**config.mk**
```make
export PLATFORM = sky130hd
export DESIGN_NAME = cpu_load_ctrl
export DESIGN_NICKNAME = d
export VERILOG_FILES = /design/src/rtl/cpu_load_ctrl.sv
export SDC_FILE = /design/constraint.sdc
export NUM_CORES = 1
export LEC_CHECK = 0
export ABC_AREA = 0
export CAP_MARGIN = 25
export CORE_ASPECT_RATIO = 1.1
export CORE_MARGIN = 2
export CORE_UTILIZATION = 57
export CTS_CLUSTER_DIAMETER = 30
export DETAILED_ROUTE_END_ITERATION = 8
export PLACE_DENSITY = 0.85
export SLEW_MARGIN = 20
export SYNTH_ARGS = -nofsm -noshare
export SYNTH_HDL_FRONTEND = slang
export SYNTH_SLANG_ARGS = --single-unit
```
**constraint.sdc**
```tcl
create_clock -name clk -period 5.7 [get_ports clk]
set_input_delay 0.855 -clock clk [delete_from_list [all_inputs] [get_ports clk]]
set_output_delay 0.855 -clock clk [all_outputs]
set_load 0.01 [all_outputs]
```
**src/rtl/cpu_load_ctrl.sv**
```systemverilog
// Host-side loader/runner for a small CPU: streams instruction and data words into
// the CPU memories, then releases the CPU from reset for a bounded run.
module cpu_load_ctrl #(
   parameter int ADDR_W  = 5,
   parameter int MAX_RUN = 1000
) (
   input  logic              clk,
   input  logic              reset,
   input  logic              cmd_valid,
   output logic              cmd_ready,
   input  logic [1:0]        cmd_op,
   input  logic [7:0]        cmd_data,
   input  logic              cpu_halt,
   output logic              cpu_reset,
   output logic              cpu_load,
   output logic [ADDR_W-1:0] cpu_load_address,
   output logic              cpu_is_instruction,
   output logic [7:0]        cpu_data,
   output logic [1:0]        state,
   output logic              timeout,
   output logic              err,
   output logic [ADDR_W:0]   instr_count
);

   localparam int CNT_W = (MAX_RUN > 1) ? $clog2(MAX_RUN) : 1;
   localparam logic [CNT_W-1:0] LAST_CNT = CNT_W'((MAX_RUN > 0) ? MAX_RUN - 1 : 0);
   localparam logic [ADDR_W:0] ICOUNT_MAX = {1'b1, {ADDR_W{1'b0}}};

   typedef enum logic [1:0] {S_IDLE = 2'd0, S_LOAD = 2'd1, S_RUN = 2'd2, S_HALTED = 2'd3} state_t;
   typedef enum logic [1:0] {OP_WR_INSTR = 2'd0, OP_WR_DATA = 2'd1, OP_RUN = 2'd2, OP_STOP = 2'd3} op_t;

   op_t op;
   assign op = op_t'(cmd_op);

   state_t            state_q, state_d;
   logic [ADDR_W-1:0] iptr_q, iptr_d, dptr_q, dptr_d, addr_q, addr_d;
   logic [ADDR_W-1:0] ip, dp;
   logic [ADDR_W:0]   icount_q, icount_d, ic;
   logic [CNT_W-1:0]  run_cnt_q, run_cnt_d;
   logic              timeout_q, timeout_d, err_q, err_d;
   logic              cpu_reset_q, cpu_reset_d, load_q, load_d, is_instr_q, is_instr_d;
   logic [7:0]        data_q, data_d;
   logic              ready_q;

   always_ff @(posedge clk or posedge reset) begin
      if (reset) begin
         state_q     <= S_IDLE;
         iptr_q      <= '0;
         dptr_q      <= '0;
         addr_q      <= '0;
         icount_q    <= '0;
         run_cnt_q   <= '0;
         timeout_q   <= 1'b0;
         err_q       <= 1'b0;
         cpu_reset_q <= 1'b1;
         load_q      <= 1'b0;
         is_instr_q  <= 1'b0;
         data_q      <= '0;
         ready_q     <= 1'b1;
      end else begin
         state_q     <= state_d;
         iptr_q      <= iptr_d;
         dptr_q      <= dptr_d;
         addr_q      <= addr_d;
         icount_q    <= icount_d;
         run_cnt_q   <= run_cnt_d;
         timeout_q   <= timeout_d;
         err_q       <= err_d;
         cpu_reset_q <= cpu_reset_d;
         load_q      <= load_d;
         is_instr_q  <= is_instr_d;
         data_q      <= data_d;
         ready_q     <= 1'b1;
      end
   end

   always_comb begin
      state_d     = state_q;
      iptr_d      = iptr_q;
      dptr_d      = dptr_q;
      addr_d      = addr_q;
      icount_d    = icount_q;
      run_cnt_d   = run_cnt_q;
      timeout_d   = timeout_q;
      err_d       = err_q;
      cpu_reset_d = cpu_reset_q;
      load_d      = 1'b0;
      is_instr_d  = is_instr_q;
      data_d      = data_q;
      ip          = iptr_q;
      dp          = dptr_q;
      ic          = icount_q;

      if (state_q == S_RUN) begin
         run_cnt_d = run_cnt_q + CNT_W'(1);
         if (cmd_valid && (op == OP_WR_INSTR || op == OP_WR_DATA)) begin
            err_d = 1'b1;
         end
         // Halt has priority so a run that ends cleanly never reports a timeout
         if (cpu_halt || (cmd_valid && op == OP_STOP)) begin
            state_d     = S_HALTED;
            timeout_d   = 1'b0;
            cpu_reset_d = 1'b1;
         end else if (MAX_RUN != 0 && run_cnt_q == LAST_CNT) begin
            state_d     = S_HALTED;
            timeout_d   = 1'b1;
            cpu_reset_d = 1'b1;
         end
      end else if (cmd_valid) begin
         case (op)
            OP_WR_INSTR, OP_WR_DATA: begin
               // A new load after a run starts a fresh program image
               if (state_q == S_HALTED) begin
                  ip        = '0;
                  dp        = '0;
                  ic        = '0;
                  timeout_d = 1'b0;
                  err_d     = 1'b0;
               end
               state_d    = S_LOAD;
               load_d     = 1'b1;
               data_d     = cmd_data;
               is_instr_d = (op == OP_WR_INSTR);
               iptr_d     = ip;
               dptr_d     = dp;
               icount_d   = ic;
               if (op == OP_WR_INSTR) begin
                  addr_d   = ip;
                  iptr_d   = ip + ADDR_W'(1);
                  icount_d = (ic == ICOUNT_MAX) ? ic : ic + (ADDR_W + 1)'(1);
               end else begin
                  addr_d = dp;
                  dptr_d = dp + ADDR_W'(1);
               end
            end
            OP_RUN: begin
               state_d     = S_RUN;
               cpu_reset_d = 1'b0;
               run_cnt_d   = '0;
               timeout_d   = 1'b0;
            end
            default: begin
               if (state_q == S_LOAD) begin
                  state_d  = S_IDLE;
                  iptr_d   = '0;
                  dptr_d   = '0;
                  icount_d = '0;
               end
            end
         endcase
      end
   end

   assign cmd_ready          = ready_q;
   assign cpu_reset          = cpu_reset_q;
   assign cpu_load           = load_q;
   assign cpu_load_address   = addr_q;
   assign cpu_is_instruction = is_instr_q;
   assign cpu_data           = data_q;
   assign state              = state_q;
   assign timeout            = timeout_q;
   assign err                = err_q;
   assign instr_count        = icount_q;

endmodule

```
==> results_dict.tcl <==
set metrics [dict create \
    cts_resized 0 \
    yosys.cell_count.top_type "nand2_1" \
    num_io_pins 41 \
    clk_latency_ps 300 \
    gp_congestion 0.852 \
    hold_violations 0 \
    synthTopCellsByCount "nand2_1 (48), dfrtp_1 (45), o21ai_0 (18)" \
    postPlaceCellArea_um2 2840 \
    tritoncts "done" \
    synthTopCellsByArea "dfrtp_1 (46%), nand2_1 (7.4%), ha_1 (4.1%)" \
    n_fill_cell 340 \
    worst_clock_skew_ps 8.65 \
    synth_ff_type "dfrtp_1" \
    first_global_vias 1993 \
    areaGrowthSynthToFinish_pct 20.4 \
    synth_nets 283 \
    worstSetupEndpointType "flop" \
    synth_cells 261 \
    cts_sinks 46 \
    hold_buffers 0 \
    drive_gt1_share_pct 5.07 \
    drt_first_iter_violations 180 \
    synth_mux_area_share_pct 2.11 \
    r2r_end "dptr_q[0]" \
    ys_warn_count 0 \
    status "finished, final reports clean" \
    die-area_um2 4800 \
    grt_max_degree 47 \
    nets 317 \
    synth_fa_ha_area_share_pct 4.12 \
    vias 2069 \
    die-height_um 72.5 \
    ir_drop_v 0.000233 \
    routed_wl_um 5440 \
    fmax_mhz 327 \
    synth_compound_area_share_pct 19.2 \
    detail_route.wl_per_cell_um 15.6 \
    gr-total-overflow 0 \
    portBuffers 39 \
    r2r-start "state[0]" \
    async_reset_ff_share_pct 100 \
    antenna_found_initial 0 \
    hp-start "cpu_data[3]" \
    final_antenna_net_count 0 \
    final-setup-viol-count 0 \
    arrival_ps 3240 \
    startpoint_type "input port" \
    path_class "input port to flop" \
    r2r_cells 7 \
    whs_path_depth 2 \
    tightest_slew_ps 827 \
    final_max_slew_viol_count 0 \
    stdcell_area_um2 2930 \
    top_layer "met4" \
    ys_ff_latch 46 \
    setup_tns_ps 0 \
    hold_path.class "flop to flop" \
    maxCapViolations 0 \
    vias_per_cell 5.95 \
    yosys.area_share.simple_pct 19.5 \
    relSlewSlack_pct 44.9 \
    firstDrtPassIters 4 \
    period_share_pct 53.6 \
    cts.path.max_buffers 2 \
    initial_core_util_pct 60.4 \
    n_antenna_cell 0 \
    wl_met2_um 2830 \
    synth_top_family_by_area "simple AND/OR/NAND/NOR gates" \
    crit_path_max_fanout 24 \
    wl_met3_um 226 \
    required_ps 5880 \
    dieWidth_um 66.3 \
    synthXorXnorAreaFrac_pct 2.88 \
    cts_max_level 2 \
    p_leak_uw 0.00133 \
    wl_met1_um 2290 \
    rsz0062_at_grt "no" \
    dpl.hpwl_um 3740 \
    rrSetupSlack_ps 2660 \
    netlist_area_um2 2430 \
    design.core.area_um2 4020 \
    netlist.top_cell.by_area "dfrtp_1" \
    clockRootBuffer "clkbuf_8" \
    cts_setup_buffers 0 \
    rows 24 \
    synth_edf_count 0 \
    postSynthAreaPerCell_um2 9.31 \
    powerDensity_nw_per_um2 349 \
    track_usage_pct 24.7 \
    path_clk_slew_ps 80 \
    yosysUniqueCellTypes 50 \
    drc 0 \
    min_to "cpu_data[3]" \
    fin_crit_ps 3060 \
    cts_buffers 5 \
    yosys.area.top_type_share_pct 46.3 \
    grt_pass1_wl_um 9160 \
    ys_seq_area_share_pct 47.4 \
]
## flip-flops by register name, indices dropped and copies added, names as in the netlist
| name | count |
|---|---|
| run_cnt_q | 10 |
| cpu_data | 8 |
| instr_count | 6 |
| cpu_load_address | 5 |
| dptr_q | 5 |
| iptr_q | 5 |
| state | 2 |
| cpu_is_instruction | 1 |
| cpu_load | 1 |
| cpu_reset | 1 |
| err | 1 |
| timeout | 1 |
## worst max path at each step
stage                   start        endpoint  slack (ps)  depth (start not counted)
global route         state[0]       dptr_q[0]        2370                          7
detailed placement  cmd_op[1]       dptr_q[0]        2370                          6
finish              cmd_op[1]       dptr_q[0]        2640                          6
floorplan            state[0]  instr_count[2]        3460                          8
global placement    cmd_op[1]       dptr_q[1]        2470                          6
CTS                 cmd_op[1]       dptr_q[0]        2650                          6
## layer usage
metal  up-vias  track usage, %
met1      1022            31.3
met4         0            8.84
met2        50            41.3
li1        987               -
met5         -               0
met3        10            5.89
## critical path: stages
cell and delay (ps):
clkdlybuf4s50_1 710, or3b_1 730, inv_2 320, nand2_1 250, o21ai_1 110, a32o_1 260
## cell families after synthesis
logic type,Yosys count
adder cells (fa/ha/maj),8
buffers and inverters,27
flip-flops,46
AO/OA/AOI/OAI,67
AND/OR/NAND/NOR,99
multiplexers,5
XOR/XNOR,8
other,1
## through the flow
stage	util [%]	total power [uW]	hold slack, ps	std cells	setup slack, ps
after global routing	72.7	1090	511	348	2370
final	72.7	1020	484	348	2640
after floorplan	-	663	444	261	3460
after detailed placement	70.5	820	466	340	2370
after CTS	72.7	1030	486	348	2650
after global placement	70.5	809	458	340	2470
## cell usage in the layout (no fill, tap or decap), types with 6 or more instances in the layout
cell	n
ha_1	8
clkdlybuf4s50_1	39
o21ai_0	18
a21oi_1	10
nor2b_1	9
nor2_1	12
nand2_1	48
inv_1	11
clkbuf_8	6
dfrtp_1	45
a22o_1	9
## final cells by class
class	count	area [um^2]	area share [%]
multi-input cells	188	1160	39.8
flip-flops and latches	46	1150	39.4
repair buffers	41	405	13.9
clock buffers	8	90.1	3.08
well taps	52	65.1	2.22
inverters	13	48.8	1.67
## power by group
part	internal (uW)	switching, uW
clock	99.1	107
sequential	390	50.1
combinational	176	199
Note: power is estimated with default switching activity, not from simulation.
